File: src/rtl/uart_pkg.sv
// Shared definitions for the byte-wide UART receiver.
// Optional build macro: UART_RX_PARITY_EN adds an even-parity bit after the data bits.
package uart_pkg;

    localparam int OVERSAMPLE = 16;
    localparam int DATA_BITS  = 8;

`ifdef UART_RX_PARITY_EN
    typedef enum logic [2:0] {
        ST_IDLE,
        ST_START,
        ST_DATA,
        ST_PARITY,
        ST_STOP
    } rx_state_t;
`else
    typedef enum logic [1:0] {
        ST_IDLE,
        ST_START,
        ST_DATA,
        ST_STOP
    } rx_state_t;
`endif

    // Clocks per oversample tick, rounded to the nearest integer.
    function automatic int calcDiv(input longint clkHz, input longint baud);
        longint denom;
        denom = baud * longint'(OVERSAMPLE);
        return int'((clkHz + denom / 2) / denom);
    endfunction

endpackage

File: src/rtl/uart_baud_tick.sv
// Oversample tick generator: one-cycle tick every DIV clocks, restartable so
// the tick phase can be aligned to the start-bit falling edge.
module uart_baud_tick
    import uart_pkg::*;
#(
    parameter int CLK_FREQ_HZ = 100000000,
    parameter int BAUD        = 115200
) (
    input  logic clk,
    input  logic rst,
    input  logic restart,
    output logic tick
);

    localparam int DIV = calcDiv(longint'(CLK_FREQ_HZ), longint'(BAUD));
    localparam int CW  = (DIV > 2) ? $clog2(DIV) : 1;

    generate
        if (DIV < 2) begin : g_divCheck
            $error("uart_baud_tick: clock too slow for 16x oversampling at this baud rate");
        end
    endgenerate

    logic [CW-1:0] r_count;
    logic          w_wrap;

    assign w_wrap = (r_count == CW'(DIV - 1));
    assign tick   = w_wrap;

    // Free-running divider, zeroed on restart so the next tick lands DIV clocks later.
    always_ff @(posedge clk or posedge rst) begin
        if (rst) begin
            r_count <= '0;
        end else if (restart || w_wrap) begin
            r_count <= '0;
        end else begin
            r_count <= r_count + CW'(1);
        end
    end

endmodule

File: src/rtl/uart_byte_rx.sv
// UART byte receiver (8N1, or 8E1 when UART_RX_PARITY_EN is defined) with a
// 16x oversampled midpoint sampler and an AXI-Stream style byte output.
module uart_byte_rx
    import uart_pkg::*;
#(
    parameter int CLK_FREQ_HZ = 100000000,
    parameter int BAUD        = 115200
) (
    input  logic                 clk,
    input  logic                 rst,
    input  logic                 rxd,
    output logic [DATA_BITS-1:0] m_axis_tdata,
    output logic                 m_axis_tvalid,
    input  logic                 m_axis_tready,
    output logic                 frame_err,
`ifdef UART_RX_PARITY_EN
    output logic                 parity_err,
`endif
    output logic                 overrun
);

    localparam logic [3:0] START_MID = 4'(OVERSAMPLE / 2 - 1);
    localparam logic [3:0] BIT_MID   = 4'(OVERSAMPLE - 1);
    localparam logic [2:0] LAST_BIT  = 3'(DATA_BITS - 1);

    logic                 r_rxdMeta;
    logic                 r_rxdSync;
    logic                 r_rxdPrev;
    logic [1:0]           r_settle;

    rx_state_t            r_state;
    logic [3:0]           r_tickCnt;
    logic [2:0]           r_bitCnt;
    logic [DATA_BITS-1:0] r_shift;
    logic                 r_waitHigh;
    logic                 r_doneValid;
    logic [DATA_BITS-1:0] r_doneData;
    logic                 r_frameErr;
`ifdef UART_RX_PARITY_EN
    logic                 r_parityBad;
    logic                 r_parityErr;
`endif

    logic [DATA_BITS-1:0] r_tdata;
    logic                 r_tvalid;
    logic                 r_overrun;

    logic                 w_tick;
    logic                 w_fall;
    logic                 w_restart;
    logic                 w_startMid;
    logic                 w_bitMid;

    // Edges are ignored until the reset value has flushed out of the
    // synchronizer, so a line that is already low is not mistaken for a start bit.
    assign w_fall     = (r_settle == 2'd3) && r_rxdPrev && !r_rxdSync;
    assign w_restart  = (r_state == ST_IDLE) && w_fall;
    assign w_startMid = w_tick && (r_tickCnt == START_MID);
    assign w_bitMid   = w_tick && (r_tickCnt == BIT_MID);

    assign m_axis_tdata  = r_tdata;
    assign m_axis_tvalid = r_tvalid;
    assign frame_err     = r_frameErr;
    assign overrun       = r_overrun;
`ifdef UART_RX_PARITY_EN
    assign parity_err    = r_parityErr;
`endif

    uart_baud_tick #(
        .CLK_FREQ_HZ(CLK_FREQ_HZ),
        .BAUD       (BAUD)
    ) u_baudTick (
        .clk    (clk),
        .rst    (rst),
        .restart(w_restart),
        .tick   (w_tick)
    );

    // Two-flop synchronizer plus a delayed copy for falling-edge detection.
    always_ff @(posedge clk or posedge rst) begin
        if (rst) begin
            r_rxdMeta <= 1'b1;
            r_rxdSync <= 1'b1;
            r_rxdPrev <= 1'b1;
            r_settle  <= 2'd0;
        end else begin
            r_rxdMeta <= rxd;
            r_rxdSync <= r_rxdMeta;
            r_rxdPrev <= r_rxdSync;
            if (r_settle != 2'd3) begin
                r_settle <= r_settle + 2'd1;
            end
        end
    end

    // Frame state machine: samples each bit at its midpoint tick and hands completed bytes on.
    always_ff @(posedge clk or posedge rst) begin
        if (rst) begin
            r_state     <= ST_IDLE;
            r_tickCnt   <= 4'd0;
            r_bitCnt    <= 3'd0;
            r_shift     <= '0;
            r_waitHigh  <= 1'b0;
            r_doneValid <= 1'b0;
            r_doneData  <= '0;
            r_frameErr  <= 1'b0;
`ifdef UART_RX_PARITY_EN
            r_parityBad <= 1'b0;
            r_parityErr <= 1'b0;
`endif
        end else begin
            r_doneValid <= 1'b0;
            r_frameErr  <= 1'b0;
`ifdef UART_RX_PARITY_EN
            r_parityErr <= 1'b0;
`endif
            case (r_state)
                ST_IDLE: begin
                    r_tickCnt  <= 4'd0;
                    r_bitCnt   <= 3'd0;
                    r_waitHigh <= 1'b0;
`ifdef UART_RX_PARITY_EN
                    r_parityBad <= 1'b0;
`endif
                    if (w_fall) begin
                        r_state <= ST_START;
                    end
                end
                ST_START: begin
                    if (w_tick) begin
                        r_tickCnt <= r_tickCnt + 4'd1;
                    end
                    if (w_startMid) begin
                        r_tickCnt <= 4'd0;
                        r_state   <= r_rxdSync ? ST_IDLE : ST_DATA;
                    end
                end
                ST_DATA: begin
                    if (w_tick) begin
                        r_tickCnt <= r_tickCnt + 4'd1;
                    end
                    if (w_bitMid) begin
                        r_shift  <= {r_rxdSync, r_shift[DATA_BITS-1:1]};
                        r_bitCnt <= r_bitCnt + 3'd1;
                        if (r_bitCnt == LAST_BIT) begin
`ifdef UART_RX_PARITY_EN
                            r_state <= ST_PARITY;
`else
                            r_state <= ST_STOP;
`endif
                        end
                    end
                end
`ifdef UART_RX_PARITY_EN
                ST_PARITY: begin
                    if (w_tick) begin
                        r_tickCnt <= r_tickCnt + 4'd1;
                    end
                    if (w_bitMid) begin
                        if ((^r_shift) != r_rxdSync) begin
                            r_parityBad <= 1'b1;
                            r_parityErr <= 1'b1;
                        end
                        r_state <= ST_STOP;
                    end
                end
`endif
                ST_STOP: begin
                    if (r_waitHigh) begin
                        if (r_rxdSync) begin
                            r_waitHigh <= 1'b0;
                            r_state    <= ST_IDLE;
                        end
                    end else begin
                        if (w_tick) begin
                            r_tickCnt <= r_tickCnt + 4'd1;
                        end
                        if (w_bitMid) begin
                            if (r_rxdSync) begin
`ifdef UART_RX_PARITY_EN
                                r_doneValid <= !r_parityBad;
`else
                                r_doneValid <= 1'b1;
`endif
                                r_doneData  <= r_shift;
                                r_state     <= ST_IDLE;
                            end else begin
                                r_frameErr <= 1'b1;
                                r_waitHigh <= 1'b1;
                            end
                        end
                    end
                end
                default: begin
                    r_state <= ST_IDLE;
                end
            endcase
        end
    end

    // Output holding register: a new byte loads if the slot is empty or being drained, else it is dropped.
    always_ff @(posedge clk or posedge rst) begin
        if (rst) begin
            r_tdata   <= '0;
            r_tvalid  <= 1'b0;
            r_overrun <= 1'b0;
        end else begin
            r_overrun <= 1'b0;
            if (r_doneValid) begin
                if (!r_tvalid || m_axis_tready) begin
                    r_tdata  <= r_doneData;
                    r_tvalid <= 1'b1;
                end else begin
                    r_overrun <= 1'b1;
                end
            end else if (r_tvalid && m_axis_tready) begin
                r_tvalid <= 1'b0;
            end
        end
    end

endmodule

File: config.mk
export PLATFORM = sky130hd
export DESIGN_NAME = uart_byte_rx
export DESIGN_NICKNAME = d
export VERILOG_FILES = /design/src/rtl/uart_pkg.sv /design/src/rtl/uart_baud_tick.sv /design/src/rtl/uart_byte_rx.sv
export SDC_FILE = /design/constraint.sdc
export NUM_CORES = 1
export LEC_CHECK = 0
export ABC_CLOCK_PERIOD_IN_PS = 2300
export BUFFER_PORTS_ARGS = -buffer_cell sky130_fd_sc_hd__buf_2
export CAP_MARGIN = 25
export CORE_MARGIN = 2
export CORE_UTILIZATION = 52
export CTS_CLUSTER_DIAMETER = 200
export DETAILED_ROUTE_END_ITERATION = 7
export PLACE_DENSITY = 0.7
export SLEW_MARGIN = 10
export SYNTH_ARGS = -nofsm -noshare
export SYNTH_HDL_FRONTEND = slang
export SYNTH_HIERARCHICAL = 1
export SYNTH_SLANG_ARGS = --single-unit
File: constraint.sdc
create_clock -name clk -period 2.3 [get_ports clk]
set_input_delay 0.23 -clock clk [delete_from_list [all_inputs] [get_ports clk]]
set_output_delay 0.23 -clock clk [all_outputs]
set_load 0.01 [all_outputs]
==> summary.md, run 1 <==
| Metric | Value |
|---|---|
| Psw | between 0.5 and 0.6 mW |
| LEAKAGE | roughly 1.2 nW |
| Critical path class | reg -> reg |
| WHS Path Cells | 1 |
| Xor and xnor area share after synthesis | ~2.9% |
| Vias in the first global route | about 1200 |
| Worst-margin pin slew | 577 ps |
| Final Max Tran Viols | 0 |
| Post-route ant nets | 0 |
| Sinks on Clock Net | slightly below 50 |
| Combinational Power Share | 19.9% |
| Share of cells above drive strength 1 | about a third |
| Clock power frac | roughly a quarter |
| Largest net degree at the start of global routing | 44 |
| Post-Synth Simple-Gate Area | 10.5% |
| I/O Buffers | 14 |
| Via count | between 1000 and 1500 |
| Critical path startpoint category | register |
| Final period util | between 80% and 90% |
| Core Box Area | 3940 µm² |
| Synth cell types | 31 |
| Root Buffer | clkbuf_8 |
| Min Tclk post-route | approximately 2000 ps |
| Flop pwr share | a little over half |
| Endpoints failing setup | 0 |
| HPWL Detailed | about 2300 µm |
| Sequential share of the synthesized area | between 50% and 60% |
| CP arrival | around 2200 ps |
| Util after Layout | 59.2% |
| Seq cells post-synth | slightly below 50 |
| Flop-to-flop setup slack | approximately 310 ps |
| First-pass GRT wire length | around 5400 µm |
| Cell row count | 23 |
| CTS max path bufs | 2 |
| Crit Path Max Fanout | 9 |
| Chip width | 67.5 µm |
| CTS Buf Count | 5 |
| Initial core utilization | approximately 53% |
| Clock Latency Late Sink | 290 ps |
| Peak supply drop | around 0.57 mV |
| WL final | ~3200 µm |
| Slew HR | about three fifths |
| Critical Path RT | approximately 2500 ps |
| RSZ-0062 raised after global routing | false |
| DRC Markers | 0 |
| PwrDens | 798 nW/µm² |
| Synth Area in Compound Gates | 4.83% |
| Achievable Freq | slightly above 500 MHz |
| Router iterations before antenna repair | 4 |
| Vias per cell | between 5 and 6 |
| # Max-Cap Violations | 0 |
| Die ar. | around 4600 µm² |
| Fin Setup TNS | 0 ps |
| Final cell count without fillers | roughly 230 |
| Cell total after placement | between 200 and 250 |
| Net Count, Synth | roughly 170 |
| GR Overflow Total | 0 |
| Commonest non-fill, non-tap cell in the layout | dfrtp_1 |
| Worst r2r path cells | 6 |
| Number of DRC markers in iteration 0 | 51 |
| Diode count | 0 |
| Hold Vio Cnt, Final | 0 |
| H-tree levels | 2 |
| Synth Warn # | 6 |
| Layout Nets | roughly 190 |
| Status | complete, no violations |
| All-Layer GR Usage | between 15 and 20% |
| Mapped Cells | around 160 |
| TritonCTS clock tree | done |
| Hold WC Path Type | in -> reg |
| Synth Area per Inst | 13.4 µm² |
| GPL Wtd Cong | 0.826 |
| Synth-to-Final Area Change | 11.3% |
| P_int | around 1.3 mW |
| Die Y-Extent | approximately 68 µm |
| Largest family of logic cells by synthesized area | multiplexers |
| Drt wl/cell | approximately 14 µm |
| Final Skew | around 3.7 ps |
| Synth Area in Adders | 5.96% |
| Initial antenna violation count | 0 |
| Most frequent cells in the layout | 46 x dfrtp_1, 26 x mux2_2, 14 x nor2_1, 14 x buf_2, 10 x ha_1 |
| Mux contribution to synthesized area | 15.4% |
| I/O pin cnt | 15 |
| Mapped Area | about 2100 µm² |
| Sw frac | 28.9% |
| Critical Path End Type | register |
| Clock transition at path regs | about 80 ps |
-- final cells by class --
type                       instances  area (µm²)
sequential                        49        1230
multi-input combinational         98         831
inverter                           9        33.8
clock buffer                       6        82.6
clock inverter                     1        7.51
fill                             304        1610
tap                               50        62.6
timing repair buffer              16        87.6
-- worst max-delay path, cell delays in order (launching register included) --
cell	delay [ps]
dfrtp_1	410
inv_1	60
ha_1	140
and4_2	270
nand4_4	170
nor3_4	440
mux2_2	390
-- registers in the layout (all words and copies together), names as in the netlist, named ones only --
signal and count:
r_rxdPrev 1, r_doneData 8, r_bitCnt 3, r_tickCnt 4, overrun 1, r_rxdSync 1, m_axis_tvalid 1, m_axis_tdata 8
r_rxdMeta 1, r_doneValid 1, frame_err 1, r_state 1, r_waitHigh 1, u_baudTick/r_count 6, r_shift 8, r_settle 2
-- cells in the mapped netlist (all sizes together) --
| master | instances | share of area (%) |
|---|---|---|
| dfrtp | 46 | 55 |
| mux2 | 26 | 14 |
| nor2 | 14 | 2.5 |
| ha | 10 | 6.0 |
| inv | 9 | 1.6 |
| nand2 | 8 | 1.4 |
| nand3 | 4 | 1.2 |
| o21ai | 4 | 0.95 |
| xor2 | 4 | 1.7 |
| dfstp | 3 | 3.8 |
| mux2i | 3 | 1.4 |
| nand4 | 3 | 1.6 |
| nor2b | 3 | 0.89 |
| xnor2 | 3 | 1.3 |
| a22o | 2 | 0.83 |
| nand2b | 2 | 0.60 |
| a21boi | 1 | 0.36 |
| a21o | 1 | 0.42 |
| a21oi | 1 | 0.42 |
| a221oi | 1 | 0.42 |
| a32o | 1 | 0.48 |
| a41o | 1 | 0.54 |
| and4 | 1 | 0.48 |
| clkbuf | 1 | 0.18 |
| nand3b | 1 | 0.36 |
| nor3 | 1 | 0.78 |
| nor3b | 1 | 0.36 |
| o22a | 1 | 0.42 |
| or3 | 1 | 0.30 |
-- what timing repair did --
action	CTS	global route
gates resized for setup	0	0
buffers inserted	0	0
hold buffers	1	0
hold endpoints to repair	6	0
-- path summary, 6_finish.rpt --
kind | startpoint | to
min in group asynchronous | rst | u_baudTick/r_count[2]
hold reg to reg | r_rxdMeta | r_rxdSync
setup reg to reg | u_baudTick/r_count[1] | r_doneData[2]
max in group asynchronous | rst | r_rxdMeta
hold / removal | rxd | r_rxdMeta
setup / recovery | u_baudTick/r_count[1] | r_doneData[2]
-- per-layer routing --
metal  GRT usage [%]  share of wire (%)  up-vias  routed length (µm)
met2            27.0                 49       16                1560
li1                -                  -      585                   -
met5               0                  0        -                   0
met3            4.00                2.6        2                  82
met1            20.2                 48      612                1540
met4            5.36               0.53        0                  17
-- logic make-up (layout without fill, tap and decap cells) --
logic type / Yosys count / count (layout)
flip-flops: 49 / 49
AND/OR/NAND/NOR: 39 / 39
multiplexers: 29 / 29
AO/OA/AOI/OAI: 13 / 13
adder cells (fa/ha/maj): 10 / 10
buffers and inverters: 10 / 32
XOR/XNOR: 7 / 7
-- stage by stage --
step | hold slack [ps] | worst slack (ps) | area (µm²) | total power, mW
floorplan | 21.0 | 487 | 2100 | 1.30
global placement | 154 | 344 | 2230 | 1.36
detailed placement | 158 | 296 | 2230 | 1.39
CTS | 21.2 | 283 | 2330 | 1.89
global route | 16.0 | 170 | 2330 | 1.99
finish | 35.5 | 312 | 2330 | 1.86
-- power by group through the flow --
stage	clock network (mW)	registers, mW	logic (mW)
6_report	0.494	0.999	0.371
5_1_grt	0.559	1.01	0.422
4_1_cts	0.517	0.999	0.375
3_5_place_dp	0	1.01	0.371
3_3_place_gp	0	1.01	0.352
2_1_floorplan	0	1.00	0.298
Note: power is estimated with default switching activity, not from simulation.
==> inputs of run 2 (changes only) <==
CORE_MARGIN = 4   (was 2)
==> run 2 against run 1 <==
  * Global-route usage decreased by 1.0 points
  * Maximum frequency fell by 0.57%
  * Sequential share of layout area is 0.11 points higher
  * Sequential power barely moved
  * Combinational power hardly changed
  * Wire length grew 0.56%
  * Non-clock buffer count unchanged
  * Critical path type unchanged
==> summary.md, run 2 (same netlist as run 1, synthesis figures left out) <==
| Metric | Value |
|---|---|
| Psw | 0.561 mW (+4.1%) |
| CTS Buf Count | 5 (unchanged) |
| Critical Path RT | 2480 ps (about the same) |
| Peak supply drop | 0.593 mV (+4.4%) |
| Cell total after placement | 219 (-0.90%) |
| Initial antenna violation count | 0 (unchanged) |
| CP max stage cell | nor3_4 |
| Via count | 1190 (-2.1%) |
| Flop pwr share | 53.8% (+0.2 points) |
| Critical Path End Type | register |
| Critical path class | reg -> reg |
| LEAKAGE | 1.20 nW (-0.49%) |
| I/O Buffers | 14 (unchanged) |
| Vias in the first global route | 1290 (+7.0%) |
| Design Area, Final | 2330 µm² (-0.21%) |
| Critical path startpoint category | register |
| Postcts setup bufs | 0 (unchanged) |
| Min Tclk post-route | 2000 ps (+11.5 ps) |
| Total power | 1.86 mW (-0.14%) |
| Most frequent cells in the layout | 46 x dfrtp_1, 26 x mux2_2, 14 x nor2_1, 14 x buf_2, 10 x ha_1 |
| Slew HR | 57.4% (-3.8 points) |
| Root Buffer | clkbuf_8 |
| Final Skew | 12.8 ps (+9.04 ps) |
| Diode count | 0 (unchanged) |
| Sinks on Clock Net | 49 (unchanged) |
| Clock Latency Late Sink | 300 ps (about the same) |
| Worst path buffer plus inverter count | 1 (unchanged) |
| Die ar. | 5120 µm² (+12%) |
| Hold Vio Cnt, Final | 0 (unchanged) |
| Synth-to-Final Area Change | 11.0% |
| Final cell count without fillers | 228 (-0.44%) |
| Achievable Freq | 500 MHz (-0.57%) |
| Vias per cell | 5.22 (-1.6%) |
| Crit path max-delay family | simple AND/OR/NAND/NOR gates |
| Flop-to-flop setup slack | 300 ps (about the same) |
| P_int | 1.30 mW (-1.9%) |
| Drt wl/cell | 14.1 µm (+1.0%) |
| Pre-CTS WS | 277 ps (-19.4 ps) |
| Router iterations before antenna repair | 4 (unchanged) |
| Layout Nets | 193 (unchanged) |
| Worst-margin pin slew | 633 ps (+56.3 ps) |
| First-pass GRT wire length | 6030 µm (+13%) |
| Fin Setup TNS | 0 ps (unchanged) |
| Combinational Power Share | 19.9% (about the same) |
| Core Box Area | 3770 µm² (-4.3%) |
| All-Layer GR Usage | 15.1% (-1.0 points) |
| Die Y-Extent | 71.5 µm (+5.9%) |
| Worst setup margin | 301 ps (-11.5 ps) |
| GPL Wtd Cong | 0.781 (-5.5%) |
| Initial core utilization | 55.6% (+2.4 points) |
| Number of DRC markers in iteration 0 | 63 (+24%) |
| Clock transition at path regs | 80 ps (about the same) |
| # Max-Cap Violations | 0 (unchanged) |
| CP arrival | 2180 ps (about the same) |
| Chip width | 71.5 µm (+5.9%) |
| DRC Markers | 0 (unchanged) |
| Worst-path cell chain | inv_1 > ha_1 > and4_2 > nand4_4 > nor3_4 > mux2_2 |
| Sw frac | 30.1% (+1.2 points) |
| Status | complete, no violations |
| PwrDens | 799 nW/µm² (about the same) |
| TritonCTS clock tree | done |
| Largest net degree at the start of global routing | 44 (unchanged) |
| Cell row count | 22 (-4.3%) |
| Biggest cell delay along the critical path | 450 ps (about the same) |
| RSZ-0062 raised after global routing | false |
| Dpl cell area | 2230 µm² (-0.11%) |
| Clock power frac | 26.3% (-0.2 points) |
| Commonest non-fill, non-tap cell in the layout | dfrtp_1 |
| WL final | 3210 µm (+0.56%) |
| Hold WC Path Type | in -> reg |
| I/O pin cnt | 15 (unchanged) |
| CTS max path bufs | 2 (unchanged) |
| GR Overflow Total | 0 (unchanged) |
| Endpoints failing setup | 0 (unchanged) |
| Share of cells above drive strength 1 | 32.2% (-0.18 points) |
| Final Max Tran Viols | 0 (unchanged) |
| HPWL Detailed | 2320 µm (-1.2%) |
| Post-route ant nets | 0 (unchanged) |
| Final period util | 86.9% (+0.50 points) |
| H-tree levels | 2 (unchanged) |
| Crit Path Max Fanout | 9 (unchanged) |
run 2: cell count changes in the layout (fill, tap and decap cells not counted):
cell	previous run	this run
clkbuf_8	6	5
clkbuf_1	0	1
clkinvlp_4	1	2
run 2: routing by layer:
| metal | vias to the layer above | part of all wire, % | track usage [%] |
|---|---|---|---|
| li1 | 584 | - | - |
| met1 | 588 | 46 | 19.9 |
| met2 | 16 | 49 | 24.0 |
| met3 | 2 | 3.7 | 4.21 |
| met4 | 0 | 0.59 | 5.01 |
| met5 | - | 0 | 0 |
run 2: final timing paths:
check                                      startpoint               endpoint  cells after the start
worst max-delay path            u_baudTick/r_count[1]          r_doneData[3]                      6
worst min-delay path                              rxd              r_rxdMeta                      1
worst max register to register  u_baudTick/r_count[1]          r_doneData[3]                      6
worst min register to register              r_rxdMeta              r_rxdSync                      0
max in group asynchronous                         rst              r_rxdPrev                      4
min in group asynchronous                         rst  u_baudTick/r_count[5]                      3
run 2: cell type report:
class                           instances  area [µm²]
Timing Repair Buffer                   16        87.6
Clock inverter                          2        15.0
Clock buffer                            6        72.6
Fill cell                             302        1440
Inverter                                9        33.8
Sequential cell                        49        1230
Multi-Input combinational cell         98         831
Tap cell                               48        60.1
run 2: through the flow:
stage          util (%)  hold WS (ps)
6_report           61.8          30.7
2_1_floorplan         -          21.0
3_3_place_gp       59.2           155
5_1_grt            61.8          16.3
3_5_place_dp       59.2           161
4_1_cts            61.8          19.7
run 2: worst reg2reg max path: stages (launching register included):
cell	delay [ps]
dfrtp_1	420
inv_1	70
ha_1	140
and4_2	270
nand4_4	160
nor3_4	450
mux2_2	390
run 2: power by group through the flow:
stage | clock (mW) | combinational, mW | sequential (mW)
4_1_cts | 0.504 | 0.369 | 1.00
3_3_place_gp | 0 | 0.352 | 1.01
3_5_place_dp | 0 | 0.363 | 1.02
6_report | 0.490 | 0.370 | 1.00
5_1_grt | 0.547 | 0.433 | 1.01
2_1_floorplan | 0 | 0.298 | 1.00
run 2: repair_timing:
| item | in CTS | in global routing |
|---|---|---|
| resized for setup | 0 | 0 |
| hold buffers | 1 | 0 |
| endpoints found under the hold margin | 6 | 0 |
==> inputs of run 3 (changes only) <==
BUFFER_PORTS_ARGS = default   (was -buffer_cell sky130_fd_sc_hd__buf_2)
CORE_UTILIZATION = 60   (was 52)
DONT_BUFFER_PORTS = 1   (was default)
PLACE_DENSITY = 0.76   (was 0.7)
==> run 3 against run 2 <==
  * Non-clock buffer count shrank 13
  * Clock skew shrank 4.3 ps
  * Register-to-register slack lost 30 ps
  * Sequential power is essentially flat
  * Wire length shrank 3.0%
  * Power shrank 5.6%
  * Largest power group unchanged
==> summary.md, run 3 (same netlist as run 1, synthesis figures left out) <==
| Metric | Value |
|---|---|
| Chip width | 67.1 µm (-6.1%) |
| Die Y-Extent | 67.1 µm (-6.1%) |
| Reg area | 1230 µm² (unchanged) |
| Worst Hold Path EP | overrun |
| H-tree levels | 2 (unchanged) |
| PwrDens | 785 nW/µm² (-1.7%) |
| Final cell count without fillers | 213 (-6.6%) |
| Layout Nets | 180 (-6.7%) |
| TritonCTS clock tree | done |
| Worst-margin pin slew | 600 ps (-32.8 ps) |
| Pre-CTS WS | 283 ps (+6.89 ps) |
| Initial core utilization | 62.4% (+6.7 points) |
| Resize count post-CTS | 0 (unchanged) |
| Diode count | 0 (unchanged) |
| I/O Buffers | 0 (-14) |
| Crit Path Max Fanout | 9 (unchanged) |
| Vias per cell | 5.39 (+3.3%) |
| Postcts setup bufs | 0 (unchanged) |
| Initial antenna violation count | 0 (unchanged) |
| Reg-to-Reg End | r_doneData[6] |
| Post-route ant nets | 0 (unchanged) |
| CTS max path bufs | 2 (unchanged) |
| Root Buffer | clkbuf_4 |
| Achievable Freq | 493 MHz (-1.4%) |
| CTS Buf Count | 5 (unchanged) |
| Sinks on Clock Net | 49 (unchanged) |
| Sw frac | 31.3% (+1.2 points) |
| DRC Markers | 0 (unchanged) |
| First-pass GRT wire length | 5450 µm (-9.6%) |
| RR Startpoint | u_baudTick/r_count[1] |
| Clock Latency Late Sink | 370 ps (+70 ps) |
| Endpoints failing setup | 0 (unchanged) |
| GPL Wtd Cong | 0.835 (+6.9%) |
| RSZ-0062 raised after global routing | false |
| Die ar. | 4510 µm² (-12%) |
| LEAKAGE | 1.12 nW (-6.3%) |
| WHS Path Cells | 2 (+1) |
| Largest net degree at the start of global routing | 44 (unchanged) |
| P_int | 1.21 mW (-7.2%) |
| WL final | 3120 µm (-3.0%) |
| Critical Path RT | 2560 ps (+80 ps) |
| Via count | 1148 (-3.5%) |
| HPWL Detailed | 2240 µm (-3.1%) |
| Commonest non-fill, non-tap cell in the layout | dfrtp_1 |
| Met1 Usage GRT | 20.3% (+0.41 points) |
| Flop pwr share | 56.9% (+3.1 points) |
| Area occupied by multi-input gates | 831 µm² (unchanged) |
| Combinational Power Share | 20.6% (+0.7 points) |
| Share of cells above drive strength 1 | 26.9% (-5.3 points) |
| Slew HR | 59.6% (+2.2 points) |
| GR Overflow Total | 0 (unchanged) |
| Router iterations before antenna repair | 6 (+2) |
| Final Max Tran Viols | 0 (unchanged) |
| I/O pin cnt | 15 (unchanged) |
| CP arrival | 2290 ps (+110 ps) |
| Hold Vio Cnt, Final | 0 (unchanged) |
| Drt wl/cell | 14.6 µm (+3.9%) |
| Clock transition at path regs | 140 ps (+60 ps) |
| Critical Path End Type | register |
| Worst r2r path cells | 6 (unchanged) |
| Clock power frac | 22.5% (-3.8 points) |
| Fillers | 261 (-14%) |
| # Max-Cap Violations | 0 (unchanged) |
| Met3 usage | 6.66% (+2.4 points) |
| Core Box Area | 3360 µm² (-11%) |
| Cell row count | 21 (-4.5%) |
| Critical path class | reg -> reg |
| Psw | 0.551 mW (-1.9%) |
| Min Tclk post-route | 2030 ps (+27.4 ps) |
| Cell total after placement | 203 (-7.3%) |
| Global routing's busiest layer | met2 |
| Final period util | 88.1% (+1.2 points) |
| Critical path startpoint category | register |
| Total power | 1.76 mW (-5.6%) |
| Final Skew | 8.49 ps (-4.29 ps) |
| Most frequent cells in the layout | 46 x dfrtp_1, 26 x mux2_2, 14 x nor2_1, 10 x ha_1, 9 x inv_1 |
| Synth-to-Final Area Change | 6.68% |
| GR met2 Demand/Resource | 26.5% (+2.5 points) |
| Peak supply drop | 0.480 mV (-19%) |
| Hold WC Path Type | in -> reg |
| Number of DRC markers in iteration 0 | 59 (-6.3%) |
| Status | complete, no violations |
| Hold_sp | m_axis_tready |
| All-Layer GR Usage | 16.7% (+1.7 points) |
| Vias in the first global route | 1221 (-5.3%) |
| Fin Setup TNS | 0 ps (unchanged) |
| Worst setup margin | 273 ps (-27.4 ps) |
| Flop-to-flop setup slack | 270 ps (-30 ps) |
==> run 3: cell types whose count changed in the layout (fill, tap and decap cells not counted) <==
cell / before / now
buf_2: 14 / 0
clkbuf_1: 1 / 0
clkbuf_4: 0 / 5
clkbuf_8: 5 / 0
clkinv_2: 0 / 1
clkinvlp_4: 2 / 1
dlygate4sd3_1: 1 / 2
inv_6: 0 / 1
==> run 3: worst max path at each step <==
| stage | start | to | slack, ps | depth (start not counted) |
|---|---|---|---|---|
| after floorplan | u_baudTick/r_count[1] | r_doneData[0] | 490 | 6 |
| after global placement | u_baudTick/r_count[1] | r_doneData[3] | 350 | 6 |
| after detailed placement | u_baudTick/r_count[1] | r_doneData[6] | 280 | 6 |
| after CTS | u_baudTick/r_count[1] | r_doneData[6] | 260 | 6 |
| after global routing | u_baudTick/r_count[1] | r_doneData[6] | 140 | 6 |
| final | u_baudTick/r_count[1] | r_doneData[6] | 270 | 6 |
==> run 3: power groups by stage <==
stage | registers (mW) | logic [mW] | clock network (mW)
after floorplan | 1.00 | 0.298 | 0
after global placement | 1.01 | 0.348 | 0
after detailed placement | 1.02 | 0.366 | 0
after CTS | 1.00 | 0.371 | 0.411
after global routing | 1.01 | 0.421 | 0.446
final | 0.999 | 0.362 | 0.396
==> run 3: through the flow <==
| step | util [%] | hold slack [ps] | area [µm²] |
|---|---|---|---|
| floorplan | - | 21.0 | 2100 |
| global placement | 64.2 | 41.2 | 2160 |
| detailed placement | 64.2 | 46.0 | 2160 |
| CTS | 66.6 | 45.1 | 2240 |
| global route | 66.6 | 37.8 | 2240 |
| finish | 66.6 | 53.0 | 2240 |
==> run 3: routing by layer <==
| layer | wire (µm) | part of all wire, % | up-vias |
|---|---|---|---|
| li1 | - | - | 556 |
| met1 | 1360 | 44 | 565 |
| met2 | 1580 | 51 | 23 |
| met3 | 130 | 4.2 | 4 |
| met4 | 44 | 1.4 | 0 |
| met5 | 0 | 0 | - |
==> run 3: layout make-up <==
type | instances | share of cell area, %
clock buffers | 5 | 1.68
repair buffers | 3 | 1.23
multi-input cells | 98 | 37.1
flip-flops and latches | 49 | 54.9
clock inverters | 3 | 0.950
well taps | 46 | 2.57
inverters | 9 | 1.51
==> run 3: worst max-delay path, stage by stage, from the launching register on <==
cell and delay, ps:
dfrtp_1 430, inv_1 70, ha_1 150, and4_2 280, nand4_4 170, nor3_4 440
mux2_2 400
==> run 3: repair_timing <==
item | in CTS | in global routing
hold endpoints to repair | 47 | 0
hold buffers | 2 | 0
endpoints found under the setup margin | 0 | 0
